===== config.mk =====
export PLATFORM = sky130hd
export DESIGN_NAME = conv_layer_ctrl
export DESIGN_NICKNAME = d
export VERILOG_FILES = /design/src/rtl/conv_ctrl_pkg.sv /design/src/rtl/handshake_watchdog.sv /design/src/rtl/conv_layer_ctrl.sv
export SDC_FILE = /design/constraint.sdc
export NUM_CORES = 1
export LEC_CHECK = 0
export ABC_AREA = 1
export BUFFER_PORTS_ARGS = -buffer_cell sky130_fd_sc_hd__buf_2
export CORE_ASPECT_RATIO = 1.75
export CORE_MARGIN = 3
export CORE_UTILIZATION = 48
export DETAILED_ROUTE_END_ITERATION = 10
export PLACE_DENSITY_LB_ADDON = 0.25
export RECOVER_POWER = 50
export SYNTH_ARGS = -nofsm -noshare
export SYNTH_HDL_FRONTEND = slang
export SYNTH_SLANG_ARGS = --single-unit

===== constraint.sdc =====
create_clock -name clk_i -period 1.95 [get_ports clk_i]
set_clock_uncertainty 0.15 [all_clocks]
set_input_delay 0.0975 -clock clk_i [delete_from_list [all_inputs] [get_ports clk_i]]
set_output_delay 0.0975 -clock clk_i [all_outputs]
set_load 0.02 [all_outputs]

===== src/rtl/conv_ctrl_pkg.sv =====
// rtl/conv_ctrl_pkg.sv - shared types and helpers for the conv layer controller
//
// Holds the controller state enum and the width function used to size the
// {conv index+1, kernel address} fields of the layer memory address.
package conv_ctrl_pkg;

  typedef enum logic [2:0] {
    eIDLE,
    eLOAD,
    eSTART,
    eRUN,
    eDONE
  } conv_ctrl_state_e;

  // Bits needed to hold the values 0..max_val.
  function automatic int field_w(input int max_val);
    return $clog2(max_val + 1);
  endfunction

endpackage


===== src/rtl/handshake_watchdog.sv =====
// rtl/handshake_watchdog.sv - idle-cycle watchdog for the layer output handshake
//
// Ports:
//   clk_i, reset_i : clock, asynchronous active-high reset
//   active_i       : count only while asserted (controller in eRUN)
//   clear_i        : restart the idle count (handshake seen or frame start)
//   expired_o      : high in the TIMEOUT_CYCLES-th consecutive idle active cycle
module handshake_watchdog #(
  parameter int TIMEOUT_CYCLES = 1024
) (
  input  logic clk_i,
  input  logic reset_i,
  input  logic active_i,
  input  logic clear_i,
  output logic expired_o
);

  localparam int CNTW = $clog2(TIMEOUT_CYCLES + 1);

  logic [CNTW-1:0] idle_cnt_q;

  // The count holds the number of idle cycles already spent, so the current
  // cycle is the last allowed one when it equals TIMEOUT_CYCLES-1.
  assign expired_o = active_i && !clear_i &&
                     (idle_cnt_q == CNTW'(TIMEOUT_CYCLES - 1));

  always_ff @(posedge clk_i or posedge reset_i) begin
    if (reset_i) begin
      idle_cnt_q <= '0;
    end else if (clear_i || !active_i || expired_o) begin
      idle_cnt_q <= '0;
    end else begin
      idle_cnt_q <= idle_cnt_q + CNTW'(1);
    end
  end

endmodule


===== src/rtl/conv_layer_ctrl.sv =====
// rtl/conv_layer_ctrl.sv - weight loader and frame sequencer for a conv layer
//
// Optional watchdog: define CONV_CTRL_TIMEOUT_EN to abort a run that sees no
// layer output handshake for TIMEOUT_CYCLES cycles (timeout_o pulse).
//
// Ports:
//   clk_i, reset_i            : clock, asynchronous active-high reset
//   load_i, run_i             : command pulses (only honoured in eIDLE)
//   run_frames_i              : frames per run, sampled with run_i (0 means 1)
//   cfg_valid_i/cfg_yumi_o/cfg_data_i : weight stream, consumed in eLOAD
//   layer_start_o             : one-cycle frame start pulse
//   layer_mem_addr_o          : {conv index+1, kernel address} during load
//   layer_wen_o/layer_mem_data_o : weight write strobe and data
//   layer_out_hs_i            : layer output handshake observed
//   loaded_o, busy_o          : status levels
//   done_o, err_o, timeout_o  : one-cycle status pulses
module conv_layer_ctrl
  import conv_ctrl_pkg::*;
#(
  parameter int N_CONVOLUTIONS     = 1,
  parameter int KERNEL_HEIGHT      = 3,
  parameter int KERNEL_WIDTH       = 2,
  parameter int INPUT_LAYER_HEIGHT = 5,
  parameter int WORD_SIZE          = 16,
  parameter int FRAME_W            = 8,
  parameter int TIMEOUT_CYCLES     = 1024
) (
  input  logic                 clk_i,
  input  logic                 reset_i,
  input  logic                 load_i,
  input  logic                 run_i,
  input  logic [FRAME_W-1:0]   run_frames_i,
  input  logic                 cfg_valid_i,
  output logic                 cfg_yumi_o,
  input  logic [WORD_SIZE-1:0] cfg_data_i,
  output logic                 layer_start_o,
  output logic [field_w(N_CONVOLUTIONS)+field_w(KERNEL_HEIGHT*KERNEL_WIDTH)-1:0] layer_mem_addr_o,
  output logic                 layer_wen_o,
  output logic [WORD_SIZE-1:0] layer_mem_data_o,
  input  logic                 layer_out_hs_i,
  output logic                 loaded_o,
  output logic                 busy_o,
  output logic                 done_o,
  output logic                 err_o,
  output logic                 timeout_o
);

  localparam int KS            = KERNEL_HEIGHT * KERNEL_WIDTH;
  localparam int OUT_PER_FRAME = INPUT_LAYER_HEIGHT - KERNEL_HEIGHT + 1;
  localparam int CW            = field_w(N_CONVOLUTIONS);
  localparam int KW            = field_w(KS);
  localparam int OW            = field_w(OUT_PER_FRAME);

  conv_ctrl_state_e state_q, state_d;

  logic [CW-1:0]      conv_q;
  logic [KW-1:0]      kaddr_q;
  logic [OW-1:0]      out_cnt_q;
  logic [FRAME_W-1:0] frames_left_q;
  logic               loaded_q;
  logic               load_done_q;
  logic               err_q;
  logic               last_word;
  logic               last_out;
  logic               wd_expired;

  // Bias slot (kaddr == KS) of the last kernel closes the load.
  assign last_word = (kaddr_q == KW'(KS)) && (conv_q == CW'(N_CONVOLUTIONS - 1));
  assign last_out  = (out_cnt_q == OW'(OUT_PER_FRAME - 1));

`ifdef CONV_CTRL_TIMEOUT_EN
  handshake_watchdog #(
    .TIMEOUT_CYCLES (TIMEOUT_CYCLES)
  ) u_watchdog (
    .clk_i     (clk_i),
    .reset_i   (reset_i),
    .active_i  (state_q == eRUN),
    .clear_i   (layer_out_hs_i || (state_q == eSTART)),
    .expired_o (wd_expired)
  );
`else
  localparam int unused_timeout_cycles = TIMEOUT_CYCLES;
  assign wd_expired = 1'b0;
`endif

  assign timeout_o = wd_expired;
  assign loaded_o  = loaded_q;
  assign err_o     = err_q;
  // Load completion pulses from a register; run completion from eDONE.
  assign done_o    = load_done_q || (state_q == eDONE);

  always_ff @(posedge clk_i or posedge reset_i) begin
    if (reset_i) begin
      state_q <= eIDLE;
    end else begin
      state_q <= state_d;
    end
  end

  always_comb begin
    state_d          = state_q;
    cfg_yumi_o       = 1'b0;
    layer_wen_o      = 1'b0;
    layer_mem_data_o = '0;
    layer_mem_addr_o = '0;
    layer_start_o    = 1'b0;
    busy_o           = (state_q != eIDLE);
    case (state_q)
      eIDLE: begin
        if (load_i) begin
          state_d = eLOAD;
        end else if (run_i && loaded_q) begin
          state_d = eSTART;
        end
      end
      eLOAD: begin
        cfg_yumi_o       = cfg_valid_i;
        layer_mem_addr_o = {conv_q + CW'(1), kaddr_q};
        if (cfg_valid_i) begin
          layer_wen_o      = 1'b1;
          layer_mem_data_o = cfg_data_i;
          if (last_word) begin
            state_d = eIDLE;
          end
        end
      end
      eSTART: begin
        layer_start_o = 1'b1;
        state_d       = eRUN;
      end
      eRUN: begin
        if (layer_out_hs_i && last_out) begin
          state_d = (frames_left_q == FRAME_W'(1)) ? eDONE : eSTART;
        end else if (wd_expired) begin
          state_d = eIDLE;
        end
      end
      eDONE: begin
        state_d = eIDLE;
      end
      default: begin
        state_d = eIDLE;
      end
    endcase
  end

  always_ff @(posedge clk_i or posedge reset_i) begin
    if (reset_i) begin
      conv_q        <= '0;
      kaddr_q       <= '0;
      out_cnt_q     <= '0;
      frames_left_q <= '0;
      loaded_q      <= 1'b0;
      load_done_q   <= 1'b0;
      err_q         <= 1'b0;
    end else begin
      load_done_q <= 1'b0;
      err_q       <= 1'b0;
      case (state_q)
        eIDLE: begin
          if (load_i) begin
            loaded_q <= 1'b0;
            conv_q   <= '0;
            kaddr_q  <= '0;
          end else if (run_i) begin
            if (loaded_q) begin
              frames_left_q <= (run_frames_i == '0) ? FRAME_W'(1) : run_frames_i;
              out_cnt_q     <= '0;
            end else begin
              err_q <= 1'b1;
            end
          end
        end
        eLOAD: begin
          if (cfg_valid_i) begin
            if (kaddr_q == KW'(KS)) begin
              kaddr_q <= '0;
              if (last_word) begin
                loaded_q    <= 1'b1;
                load_done_q <= 1'b1;
              end else begin
                conv_q <= conv_q + CW'(1);
              end
            end else begin
              kaddr_q <= kaddr_q + KW'(1);
            end
          end
        end
        eRUN: begin
          if (layer_out_hs_i) begin
            if (last_out) begin
              out_cnt_q     <= '0;
              frames_left_q <= frames_left_q - FRAME_W'(1);
            end else begin
              out_cnt_q <= out_cnt_q + OW'(1);
            end
          end
        end
        default: ;
      endcase
    end
  end

endmodule


Yosys cells after proc, flatten, opt, wreduce, memory -nomap -nowiden:

Index checks and enable logic that the tools add are counted.

* register bits: 20
* bits of input ports: 30
* output and inout port bits: 28
* word-level logic and storage cells: 95

* add/subtract/negate cells: 4
* equal/unequal tests: 19
* muxes and demuxes: 48
* bitwise operators: 1
* reduce and logical (&&, ||, !) cells: 15

Operators with widths (number)
* 2-to-1 mux 8 bit: 6
* 2-to-1 mux 16 bit: 2
* 2-to-1 mux 3 bit: 9
* != test 2 bit (second input constant): 11
* 2-to-1 mux 1 bit: 19
* case mux 8 bit (2 select lines): 1
* AND reduction 5 bit: 3
* case mux 3 bit (4 select lines): 1
* 2-to-1 mux 2 bit: 5
* == test 8 x 1 -> 1 bit (second input constant): 1
* logical NOT 8 bit: 1
* subtractor 8 x 1 -> 8 bit (second input constant): 1
* == test 3 x 2 -> 1 bit (second input constant): 2
* == test 3 bit (second input constant): 2
* case mux 3 bit (2 select lines): 1
* AND reduction 6 bit: 1
* 2-to-1 mux 4 bit: 1
* case mux 1 bit (2 select lines): 2
* case mux 2 bit (2 select lines): 1
* AND reduction 4 bit: 1
* nonzero test 2 bit: 2
* adder 3 x 1 -> 3 bit (second input constant): 1
* == test 3 x 1 -> 1 bit (second input constant): 1
* logical AND 1 bit: 3
* other kinds (9): 9

Longest topological paths before layout:

* word-level depth: 6
* mapped depth: 9

Worst setup path after synthesis:

OpenSTA, ideal clock, no wires.

* path type: reg2reg
* from: register state_q[1]
* to: register frames_left_q[1]
* setup time: 127 ps
* arrival time: 1287 ps
* required time: 1673 ps
* slack: 386 ps
* cell stages (with the launch flop): 8
* buffers on the path: 1
* path through: dfrtp_1 nor2_1 nand2_1 nand2_1 nand3_2 nor2_4 buf_6 o21ai_0

* word-level cells in the longest chain between the ends: 3
* elaborated cells on any way between the ends: 10
* classes of those cells: eq/ne (6); mux (1); reduce/logical (3)

RTL lines
* start: declaration: line conv_layer_ctrl.sv:54 `conv_ctrl_state_e state_q, state_d;`
* start signal: assignment: line conv_layer_ctrl.sv:94 `state_q <= eIDLE;`
* start signal: assignment: line conv_layer_ctrl.sv:96 `state_q <= state_d;`
* == test 3 x 2 -> 1 bit or logical NOT 3 bit (tied branches): line conv_layer_ctrl.sv:159 `case (state_q)`
* != test 2 bit (no source line) or nonzero test 2 bit (tied branches)
* AND reduction 6 bit (no source line)
* end signal: assignment: line conv_layer_ctrl.sv:167 `frames_left_q <= (run_frames_i == '0) ? FRAME_W'(1) : run_frames_i;`
* end signal: assignment: line conv_layer_ctrl.sv:193 `frames_left_q <= frames_left_q - FRAME_W'(1);`
* end: declaration: line conv_layer_ctrl.sv:59 `logic [FRAME_W-1:0] frames_left_q;`

Parallel ways exist; a longest one is shown, timed or not.
A chain may end at the register's enable or synchronous reset.

Worst setup path after layout:

* from: register state_q[1]
* to: register err_q, in the netlist err_o

* word-level cells in the longest chain between the ends: 2

RTL lines
* logical NOT 3 bit: line conv_layer_ctrl.sv:159
* 2-to-1 mux 1 bit: line conv_layer_ctrl.sv:159
* end signal: assignment: line conv_layer_ctrl.sv:155 `err_q <= 1'b0;`
* end signal: assignment: line conv_layer_ctrl.sv:158 `err_q <= 1'b0;`
* end signal: assignment: line conv_layer_ctrl.sv:170 `err_q <= 1'b1;`
* end: declaration: line conv_layer_ctrl.sv:62 `logic err_q;`

No other way between the ends.

==> results.py <==
metrics = {
    "clock_network": {
        "cts_sinks": 20,
        "numCtsBuffers": 3,
        "cts_tree": "built",
        "clock-root-buffer": "clkbuf_8",
        "insertion_delay_ps": 260,
        "ctsResizeCount": 0,
        "htreeDepth": 1,
        "clockBufferDepth": 2,
        "clk_pin_slew_ps": 70,
    },
    "sta": {
        "rsz0062_at_grt": "no",
        "fmax_ghz": 0.567,
        "hold_viol_final": 0,
        "post-route-min-period_ps": 1760,
        "fin_ws_ps": 188,
        "tightest_slew_ps": 750,
        "max-slew-margin-rel": 0.499,
        "tns_ps": 0,
        "finalMaxSlewViolations": 0,
        "fin_crit_sh": 0.904,
        "finalSetupViolCount": 0,
    },
    "layout": {
        "instances_no_fill": 315,
        "area_growth_pct": 27.4,
        "fin_util": 0.658,
        "nNetsFinal": 321,
        "diodes": 0,
        "layout-drive-gt1-share": 0.215,
    },
    "synthesis": {
        "synth_seq_cells": 20,
        "async_flop_share": 1.00,
        "synth_nets": 261,
        "synth_edf_count": 0,
        "ys_warn_count": 0,
        "avgSynthCellArea_um2": 6.21,
        "syn-cell-area_um2": 1420,
        "synth_top_flop_cell": "dfrtp_1",
        "ys_seq_area_frac": 0.352,
        "synth.distinct_cells": 26,
        "syn_inst": 229,
    },
    "setup_path": {
        "slowest_delay_ps": 600,
        "setup.worst_path.end_class": "flop",
        "critical-path-top-delay-family": "buffers and inverters",
        "critPathSlowestCell": "dlygate4sd3_1",
        "cp.arrival_ps": 1810,
        "crit_required_ps": 1990,
        "critPathBufInv": 1,
        "r2r_slack_ps": 190,
        "reg2regPathDepth": 4,
        "crit_chain": "nor2_1, nand2_1, nor4_1, dlygate4sd3_1",
        "timing.rr.start": "state_q[1]",
        "reg2reg_to": "err_o",
        "crit_type": "reg2reg",
        "crit_fanout": 5,
        "start_kind": "flop",
    },
    "global_route": {
        "grt_util_all_layers": 0.214,
        "grt_pass1_vias": 1434,
        "top_usage_layer": "met2",
        "antenna_found_initial": 0,
        "grt_pass1_wl_mm": 5.87,
        "use_met2": 0.402,
        "use_met1": 0.218,
        "grt_overflow": 0,
        "grt_max_degree": 24,
        "use_met3": 0.0325,
    },
    "die": {
        "num_io_pins": 58,
        "core_um2": 2750,
        "die_area_um2": 3680,
        "start_util": 0.516,
        "dieWidth_um": 47.1,
        "die_h_um": 78.0,
        "num_rows": 25,
    },
    "route": {
        "drtAntennaViolNets": 0,
        "drt-pass1-iter-count": 4,
        "routed_wl_mm": 3.55,
        "first_iter_violations": 14,
        "via_per_inst": 5.01,
        "drc_errors": 0,
        "dr_total_vias": 1577,
        "wl_per_cell_um": 11.3,
    },
    "placement": {
        "pre_cts_slack_ps": 281,
        "port-buffer-count": 56,
        "dp_hpwl_mm": 2.91,
        "dp_cells": 308,
        "gp_congestion": 0.884,
    },
    "power_and_ir_drop": {
        "max-vdd-ir-drop_mv": 0.562,
        "powerDensity_nw_per_um2": 1150,
        "p_leak_nw": 1.07,
    },
    "run": {
        "max_cap_viol_count": 0,
    },
    "min_path": {
        "hold_path.startpoint": "run_frames_i[5]",
        "min_to": "frames_left_q[5]",
        "holdPathStages": 5,
        "hp-class": "in2reg",
    },
    "run_status": {
        "outcome": "complete, no violations",
    },
}
## cell usage after synthesis (2+ instances only)
| master | number | area share |
|---|---|---|
| nand2_1 | 75 | 0.20 |
| nor2_1 | 43 | 0.11 |
| inv_1 | 30 | 0.079 |
| dfrtp_1 | 20 | 0.35 |
| o21ai_0 | 17 | 0.060 |
| nand3_1 | 16 | 0.056 |
| nand4_1 | 4 | 0.018 |
| clkbuf_1 | 3 | 0.0079 |
| buf_4 | 2 | 0.011 |
| ha_1 | 2 | 0.018 |
| nand3_2 | 2 | 0.014 |
## registers in the layout (all words and copies together) (netlist names)
| signal | flops |
|---|---|
| kaddr_q | 3 |
| loaded_o | 1 |
| out_cnt_q | 2 |
| conv_q | 1 |
| err_o | 1 |
| load_done_q | 1 |
| state_q | 3 |
| frames_left_q | 8 |
## cell families after synthesis
group,synth area share
other cells,0.00264
compound gates,0.0792
xor+xnor,0.00616
flops,0.352
simple gates,0.430
buf+inv,0.112
fa+ha+maj,0.0176
## per-layer routing
metal	vias up	wire, um	part of all wire
met5	-	0	0
met4	0	54	0.015
met3	5	222	0.063
met2	66	1920	0.54
met1	684	1360	0.38
li1	822	-	-
## layout by cell type (no fill, tap or decap), types with 2 or more instances in the layout
cell type,netlist,routed
nor2_1,43,43
dlygate4sd3_1,0,3
dfrtp_1,20,20
nand3_1,16,16
inv_1,30,30
ha_1,2,2
buf_2,1,51
nand3_2,2,2
nand2_1,75,75
clkbuf_8,0,3
o21ai_0,17,17
nand4_1,4,4
buf_4,2,3
clkbuf_1,3,6
## worst reg2reg max path, stage by stage, from the launching register on
cell	delay (ps)
dfrtp_1	430
nor2_1	150
nand2_1	140
nor4_1	230
dlygate4sd3_1	600
## metrics by stage
step | hold WS [ps] | area [um2] | power [mW]
2_1_floorplan | -88.7 | 1420 | 1.41
4_1_cts | 14.9 | 1820 | 2.12
3_3_place_gp | 117 | 1720 | 1.68
6_report | 14.4 | 1810 | 2.09
3_5_place_dp | 118 | 1720 | 1.70
5_1_grt | 32.7 | 1810 | 2.28
## power by group
part           leakage (nW)  switching, mW  internal, mW  total, mW
Clock                0.0357          0.136         0.274      0.410
Sequential            0.250          0.131         0.558      0.689
Combinational         0.786          0.640         0.350      0.990
## timing repair
action	CTS	global route
hold buffers	3	0
setup buffers	0	0
endpoints found under the hold margin	21	0
## worst max-delay path by stage
| stage | from | end | cells after the start |
|---|---|---|---|
| 2_1_floorplan | state_q[1] | frames_left_q[1] | 7 |
| 3_3_place_gp | state_q[1] | frames_left_q[7] | 8 |
| 3_5_place_dp | state_q[1] | frames_left_q[5] | 8 |
| 4_1_cts | state_q[1] | err_o | 4 |
| 5_1_grt | state_q[1] | frames_left_q[7] | 8 |
| 6_report | state_q[1] | err_o | 4 |
## cell type report
class | count | area, um2
Inverter | 30 | 113
Fill cell | 262 | 942
Clock buffer | 3 | 41.3
Timing Repair Buffer | 63 | 330
Tap cell | 27 | 33.8
Sequential cell | 20 | 500
Clock inverter | 1 | 30.0
Multi-Input combinational cell | 171 | 762
No activity file was read; power rests on OpenSTA's default activity.
